--- src/rtl/dct_pkg.sv ---
// Shared types, mode encodings and sizing helper for the DCT transpose buffer.
package dct_pkg;

    localparam int DCT_SIZE = 10;

    // One stored coefficient at the default element width.
    typedef logic signed [DCT_SIZE-1:0] dct_elem_t;

    // Per-block replay mode, captured with column 0 of each block.
    localparam logic TBUF_MODE_PASS      = 1'b0;
    localparam logic TBUF_MODE_TRANSPOSE = 1'b1;

    // Pointer width for an n-entry index; never narrower than one bit.
    function automatic int tbuf_idx_w(input int n);
        return (n > 2) ? $clog2(n) : 1;
    endfunction

endpackage

--- src/rtl/dct_tbuf_bank.sv ---
// One N x N storage bank: a whole column is written per cycle, and the read
// side returns either row rrow (transpose) or column rrow (pass-through).
module dct_tbuf_bank
    import dct_pkg::*;
#(
    parameter int SIZE = 10,
    parameter int N    = 8,
    localparam int IW  = tbuf_idx_w(N)
) (
    input  logic                     clk,
    input  logic                     rst,
    input  logic                     we,
    input  logic [IW-1:0]            wcol,
    input  logic [N-1:0][SIZE-1:0]   wdata,
    input  logic [IW-1:0]            rrow,
    input  logic                     mode,
    output logic [N-1:0][SIZE-1:0]   rdata
);

    // mem[col][row]
    logic [N-1:0][N-1:0][SIZE-1:0] mem;

    // Column write port; contents are only cleared by the async reset.
    always_ff @(posedge clk or posedge rst) begin
        if (rst)
            mem <= '0;
        else if (we)
            mem[wcol] <= wdata;
    end

    // Read mux: transpose picks element rrow of every column, pass-through
    // returns column rrow unchanged.
    always_comb begin
        rdata = '0;
        for (int j = 0; j < N; j++)
            rdata[j] = (mode == TBUF_MODE_TRANSPOSE) ? mem[j][rrow] : mem[rrow][j];
    end

endmodule

--- src/rtl/dct_transpose_buf.sv ---
// Ping-pong transpose buffer between the DCT column and row passes.
// Columns fill one bank while the other bank replays its block as N vectors.
// Optional build macro DCT_TBUF_STALL_CNT_EN adds a saturating 16-bit count of
// upstream stall cycles on port stall_cnt.
module dct_transpose_buf
    import dct_pkg::*;
#(
    parameter int SIZE = 10,
    parameter int N    = 8
) (
    input  logic                     clk,
    input  logic                     rst,
    input  logic                     clr,
    input  logic                     in_valid,
    output logic                     in_ready,
    input  logic                     in_mode,
    input  logic [N-1:0][SIZE-1:0]   data_in,
    output logic                     out_valid,
    input  logic                     out_ready,
    output logic                     out_sob,
    output logic                     out_eob,
    output logic [N-1:0][SIZE-1:0]   data_out
`ifdef DCT_TBUF_STALL_CNT_EN
    ,
    output logic [15:0]              stall_cnt
`endif
);

    localparam int            IW   = tbuf_idx_w(N);
    localparam logic [IW-1:0] LAST = IW'(N - 1);

    logic [1:0]                    full;
    logic [1:0]                    mode;
    logic                          wbank;
    logic                          rbank;
    logic [IW-1:0]                 wcol;
    logic [IW-1:0]                 rrow;
    logic                          in_fire;
    logic                          out_fire;
    logic [1:0]                    bank_we;
    logic [1:0][N-1:0][SIZE-1:0]   bank_rd;

    // Handshake signals come from registered state only; a freed bank shows
    // up as in_ready on the following cycle.
    assign in_ready  = !full[wbank];
    assign out_valid = full[rbank];
    assign in_fire   = in_valid && in_ready;
    assign out_fire  = out_valid && out_ready;

    assign out_sob   = out_valid && (rrow == '0);
    assign out_eob   = out_valid && (rrow == LAST);
    assign data_out  = out_valid ? bank_rd[rbank] : '0;

    // clr blocks the write so a flushed cycle cannot leave a stray column.
    assign bank_we[0] = in_fire && !clr && !wbank;
    assign bank_we[1] = in_fire && !clr &&  wbank;

    for (genvar b = 0; b < 2; b++) begin : g_bank
        dct_tbuf_bank #(.SIZE(SIZE), .N(N)) u_bank (
            .clk   (clk),
            .rst   (rst),
            .we    (bank_we[b]),
            .wcol  (wcol),
            .wdata (data_in),
            .rrow  (rrow),
            .mode  (mode[b]),
            .rdata (bank_rd[b])
        );
    end

    // Bank pointers, fill flags and per-block mode. Set and clear of full
    // never hit the same bank: a write needs an empty bank, a read a full one.
    always_ff @(posedge clk or posedge rst) begin
        if (rst) begin
            full  <= '0;
            mode  <= '0;
            wbank <= 1'b0;
            rbank <= 1'b0;
            wcol  <= '0;
            rrow  <= '0;
        end else if (clr) begin
            full  <= '0;
            mode  <= '0;
            wbank <= 1'b0;
            rbank <= 1'b0;
            wcol  <= '0;
            rrow  <= '0;
        end else begin
            if (in_fire) begin
                if (wcol == '0)
                    mode[wbank] <= in_mode;
                if (wcol == LAST) begin
                    wcol        <= '0;
                    full[wbank] <= 1'b1;
                    wbank       <= ~wbank;
                end else begin
                    wcol <= wcol + 1'b1;
                end
            end
            if (out_fire) begin
                if (rrow == LAST) begin
                    rrow        <= '0;
                    full[rbank] <= 1'b0;
                    rbank       <= ~rbank;
                end else begin
                    rrow <= rrow + 1'b1;
                end
            end
        end
    end

`ifdef DCT_TBUF_STALL_CNT_EN
    // Saturating count of cycles where upstream offers a column and is held.
    always_ff @(posedge clk or posedge rst) begin
        if (rst)
            stall_cnt <= '0;
        else if (clr)
            stall_cnt <= '0;
        else if (in_valid && !in_ready && stall_cnt != 16'hFFFF)
            stall_cnt <= stall_cnt + 16'd1;
    end
`endif

endmodule

--- config.mk ---
export PLATFORM = sky130hd
export DESIGN_NAME = dct_transpose_buf
export DESIGN_NICKNAME = d
export VERILOG_FILES = /design/src/rtl/dct_pkg.sv /design/src/rtl/dct_tbuf_bank.sv /design/src/rtl/dct_transpose_buf.sv
export SDC_FILE = /design/constraint.sdc
export NUM_CORES = 2
export LEC_CHECK = 0
export BUFFER_PORTS_ARGS = -buffer_cell sky130_fd_sc_hd__buf_2
export CAP_MARGIN = 10
export CORE_AREA = 8 8 553 446
export DETAILED_ROUTE_END_ITERATION = 16
export DIE_AREA = 0 0 561 454
export PLACE_DENSITY = 0.43
export SLEW_MARGIN = 10
export SYNTH_ARGS = -nofsm -noshare
export SYNTH_HDL_FRONTEND = slang
export SYNTH_SLANG_ARGS = --single-unit
--- constraint.sdc ---
create_clock -name clk -period 49.7 [get_ports clk]
set_input_delay 7.455 -clock clk [delete_from_list [all_inputs] [get_ports clk]]
set_output_delay 7.455 -clock clk [all_outputs]
set_load 0.02 [all_outputs]
==> out/results.ini <==
[worst_setup_path]
reg2reg_depth = 7
rr_endpoint = rrow[1]
r2r-start = rrow[1]
rrSetupSlack_ns = 45.86
cp.required_ns = 42.24
cp-start-kind = flop
crit_path_end_kind = primary output
worst-endpoint-arrival_ns = 5.99
cp_max_fo = 54
critical_path_class = reg -> out

[detailed_routing]
dr.pass1.iters = 5
drc = 0
viasPerCell = 5.37
wl_per_cell_um = 30.7
antenna_left = 0
dr.first_iter.drc_count = 2769
detailroute.via_count = 40923
wirelength_um = 234000

[layout]
synthToLayoutAreaGrowth_pct = 13.0
drive_gt1_share_pct = 56.3
layout.nets = 4423
design_area_mm2 = 0.0774

[timing]
hold_viol_final = 0
timing.fmax_mhz = 74.4
skew_ns = 0.0614
setup_ws_ns = 36.25
tightest_slew_ns = 1.09
timing.final.crit_share_pct = 27.1
finalCriticalPeriod_ns = 13.45
setup_viol = 0
rsz0062_at_grt = no
slew_viol_final = 0
tns_ns = 0
maxSlewHeadroom_pct = 27.4

[logic_synthesis]
synth_fa_ha_area_share_pct = 0.110
synthDistinctLibCells = 55
syn-num-nets = 4432
ys_seq_elements = 1292
yosys.area_share.simple_pct = 1.49
synth_xor_area_share_pct = 0.0128
synthMuxAreaShare_pct = 46.1
synth_top_family_by_area = multiplexers
post-synth-top-count-cell = dfrtp_1
avgSynthCellArea_um2 = 15.8
synth_compound_area_share_pct = 2.08
synthTopCellsByCount = 1,292 x dfrtp_1, 1,275 x mux2_2, 635 x mux4_2
yosys.area.top_type = dfrtp_1
async_flop_share_pct = 100
synth_top_area_share_pct = 47.2
synthFlopType = dfrtp_1
synth_seq_area_share_pct = 47.2
synth_edf_count = 0
netlist_instances = 4340
synth_area_mm2 = 0.0685
yosysWarnings = 0
synthTopCellsByArea = dfrtp_1 47%, mux2_2 21%, mux4_2 21%

[floorplan]
die_w_um = 561
start_util_pct = 28.9
io_pins = 170
num_rows = 160
die-area_mm2 = 0.255
coreArea_mm2 = 0.237
die_h_um = 454

[placement]
place_ws_ns = 36.88
dp_hpwl_um = 151000
port_buffers = 169
gp_congestion = 0.757
dpl_cell_area_mm2 = 0.0722

[global_routing]
grt.overflow.total = 0
grt_pass1_vias = 43611
antenna_found_initial = 34
grt_pass1_wl_um = 342000
grt_max_degree = 146
grt_usage_pct = 18.2

[cts]
cts_sinks = 1292
ctsResizeCount = 0
cts-hold-fix-buffers = 0
clk_pin_slew_ns = 0.06
cts_tree = done
cts_buffers = 158
clockBufferDepth = 4
cts_root_buffer = clkbuf_16
postCtsSetupBuffers = 0
htreeDepth = 4
clock_latency_ns = 0.84

[power]
irDropWorstVdd_v = 0.0000232
p_leak_nw = 32.8
power_mw = 2.63
powerDensity_mw_per_mm2 = 34.1

[worst_hold_path]
min_to = g_bank[1].u_bank.mem[453]
holdCritPathClass = reg -> reg
whs_path_depth = 1
min_from = g_bank[1].u_bank.mem[453]

[flow_run]
drv_cap = 0

[status]
status = finished, final reports clean

per-stage QoR:
step,util [%],std cells,hold slack [ns]
2_1_floorplan,-,4340,0.470
3_3_place_gp,30.4,7330,0.491
3_5_place_dp,30.4,7330,0.501
4_1_cts,32.6,7595,0.516
5_1_grt,32.6,7603,0.539
6_report,32.6,7620,0.517
logic make-up (layout without fill, tap and decap cells):
| group | Yosys count | in the layout |
|---|---|---|
| multiplexers | 2196 | 2196 |
| flip-flops | 1292 | 1292 |
| buffers and inverters | 437 | 533 |
| AO/OA/AOI/OAI | 215 | 215 |
| AND/OR/NAND/NOR | 193 | 193 |
| adder cells (fa/ha/maj) | 6 | 6 |
| XOR/XNOR | 1 | 1 |
| other | 0 | 25 |
placed cells by master (no fill, tap or decap), types with 3 or more instances in the layout:
cell type | netlist | layout
diode_2 | 0 | 25
buf_2 | 136 | 169
dfrtp_4 | 0 | 5
o211ai_1 | 4 | 4
mux2_2 | 1275 | 1275
a211oi_1 | 5 | 5
and3_1 | 3 | 3
inv_1 | 6 | 5
a221oi_1 | 8 | 8
bufinv_16 | 0 | 8
clkbuf_8 | 0 | 46
nor2_1 | 34 | 30
mux4_2 | 635 | 635
nand2b_1 | 7 | 7
clkbuf_16 | 0 | 161
nand2_1 | 47 | 37
a21o_1 | 6 | 6
ha_1 | 6 | 6
nand3_1 | 7 | 5
buf_4 | 10 | 87
and2_1 | 4 | 4
nand2_4 | 0 | 10
o221ai_1 | 10 | 10
mux2i_1 | 272 | 272
a21oi_1 | 18 | 18
nor2b_1 | 7 | 6
buf_12 | 0 | 5
clkinv_2 | 0 | 21
nor3_1 | 10 | 10
a22oi_1 | 5 | 5
or2_2 | 57 | 57
o21ai_0 | 13 | 13
dfrtp_1 | 1292 | 1287
o22ai_1 | 126 | 126
a221o_1 | 3 | 3
mux2_1 | 14 | 14
nor2_4 | 0 | 6
a311oi_1 | 4 | 4
clkbuf_1 | 163 | 24
worst max-delay path by stage:
stage,start,end,slack [ns],cells after the start
after floorplan,rst,full[0],5.83,1
after global placement,rrow[0],data_out[29],36.92,8
after detailed placement,rrow[0],data_out[29],36.88,8
after CTS,rrow[0],data_out[29],36.01,8
after global routing,rrow[0],data_out[79],35.70,8
final,rrow[0],data_out[29],36.25,8
registers in the layout, summed over array words and instances, names as in the netlist:
signal             cells
rrow                   3
rbank                  1
wbank                  1
wcol                   3
g_bank.u_bank.mem   1280
full                   2
mode                   2
worst max-delay path: stages (launching register included):
cell and delay, ns:
dfrtp_4 0.89, buf_4 0.78, buf_4 0.80, buf_4 0.88, mux4_2 0.60, mux2i_1 0.34
o22ai_1 0.19, or2_2 0.39, buf_2 0.18
cell type report:
class                   count  area, µm²
repair buffers            261       1600
well taps                3159       3950
diodes                     25       62.6
clock inverters            34        403
flip-flops and latches   1292      32300
inverters                   7       33.8
clock buffers             231       4750
multi-input cells        2611      34200
fillers                 23120     160000
where the power goes:
part / leakage [nW] / internal (mW) / switching (mW)
Sequential: 17.3 / 1.14 / 0.0763
Clock: 2.56 / 0.700 / 0.474
Combinational: 12.9 / 0.140 / 0.105
Total: 32.8 / 1.98 / 0.655
layer usage:
layer | vias to the layer above | share of wire [%] | track usage (%)
li1 | 16987 | - | -
met1 | 22778 | 46 | 25.4
met2 | 857 | 48 | 29.5
met3 | 299 | 4.1 | 2.86
met4 | 2 | 2.3 | 4.52
met5 | - | 0.0051 | 0
Power figures use the tool's default switching activity.
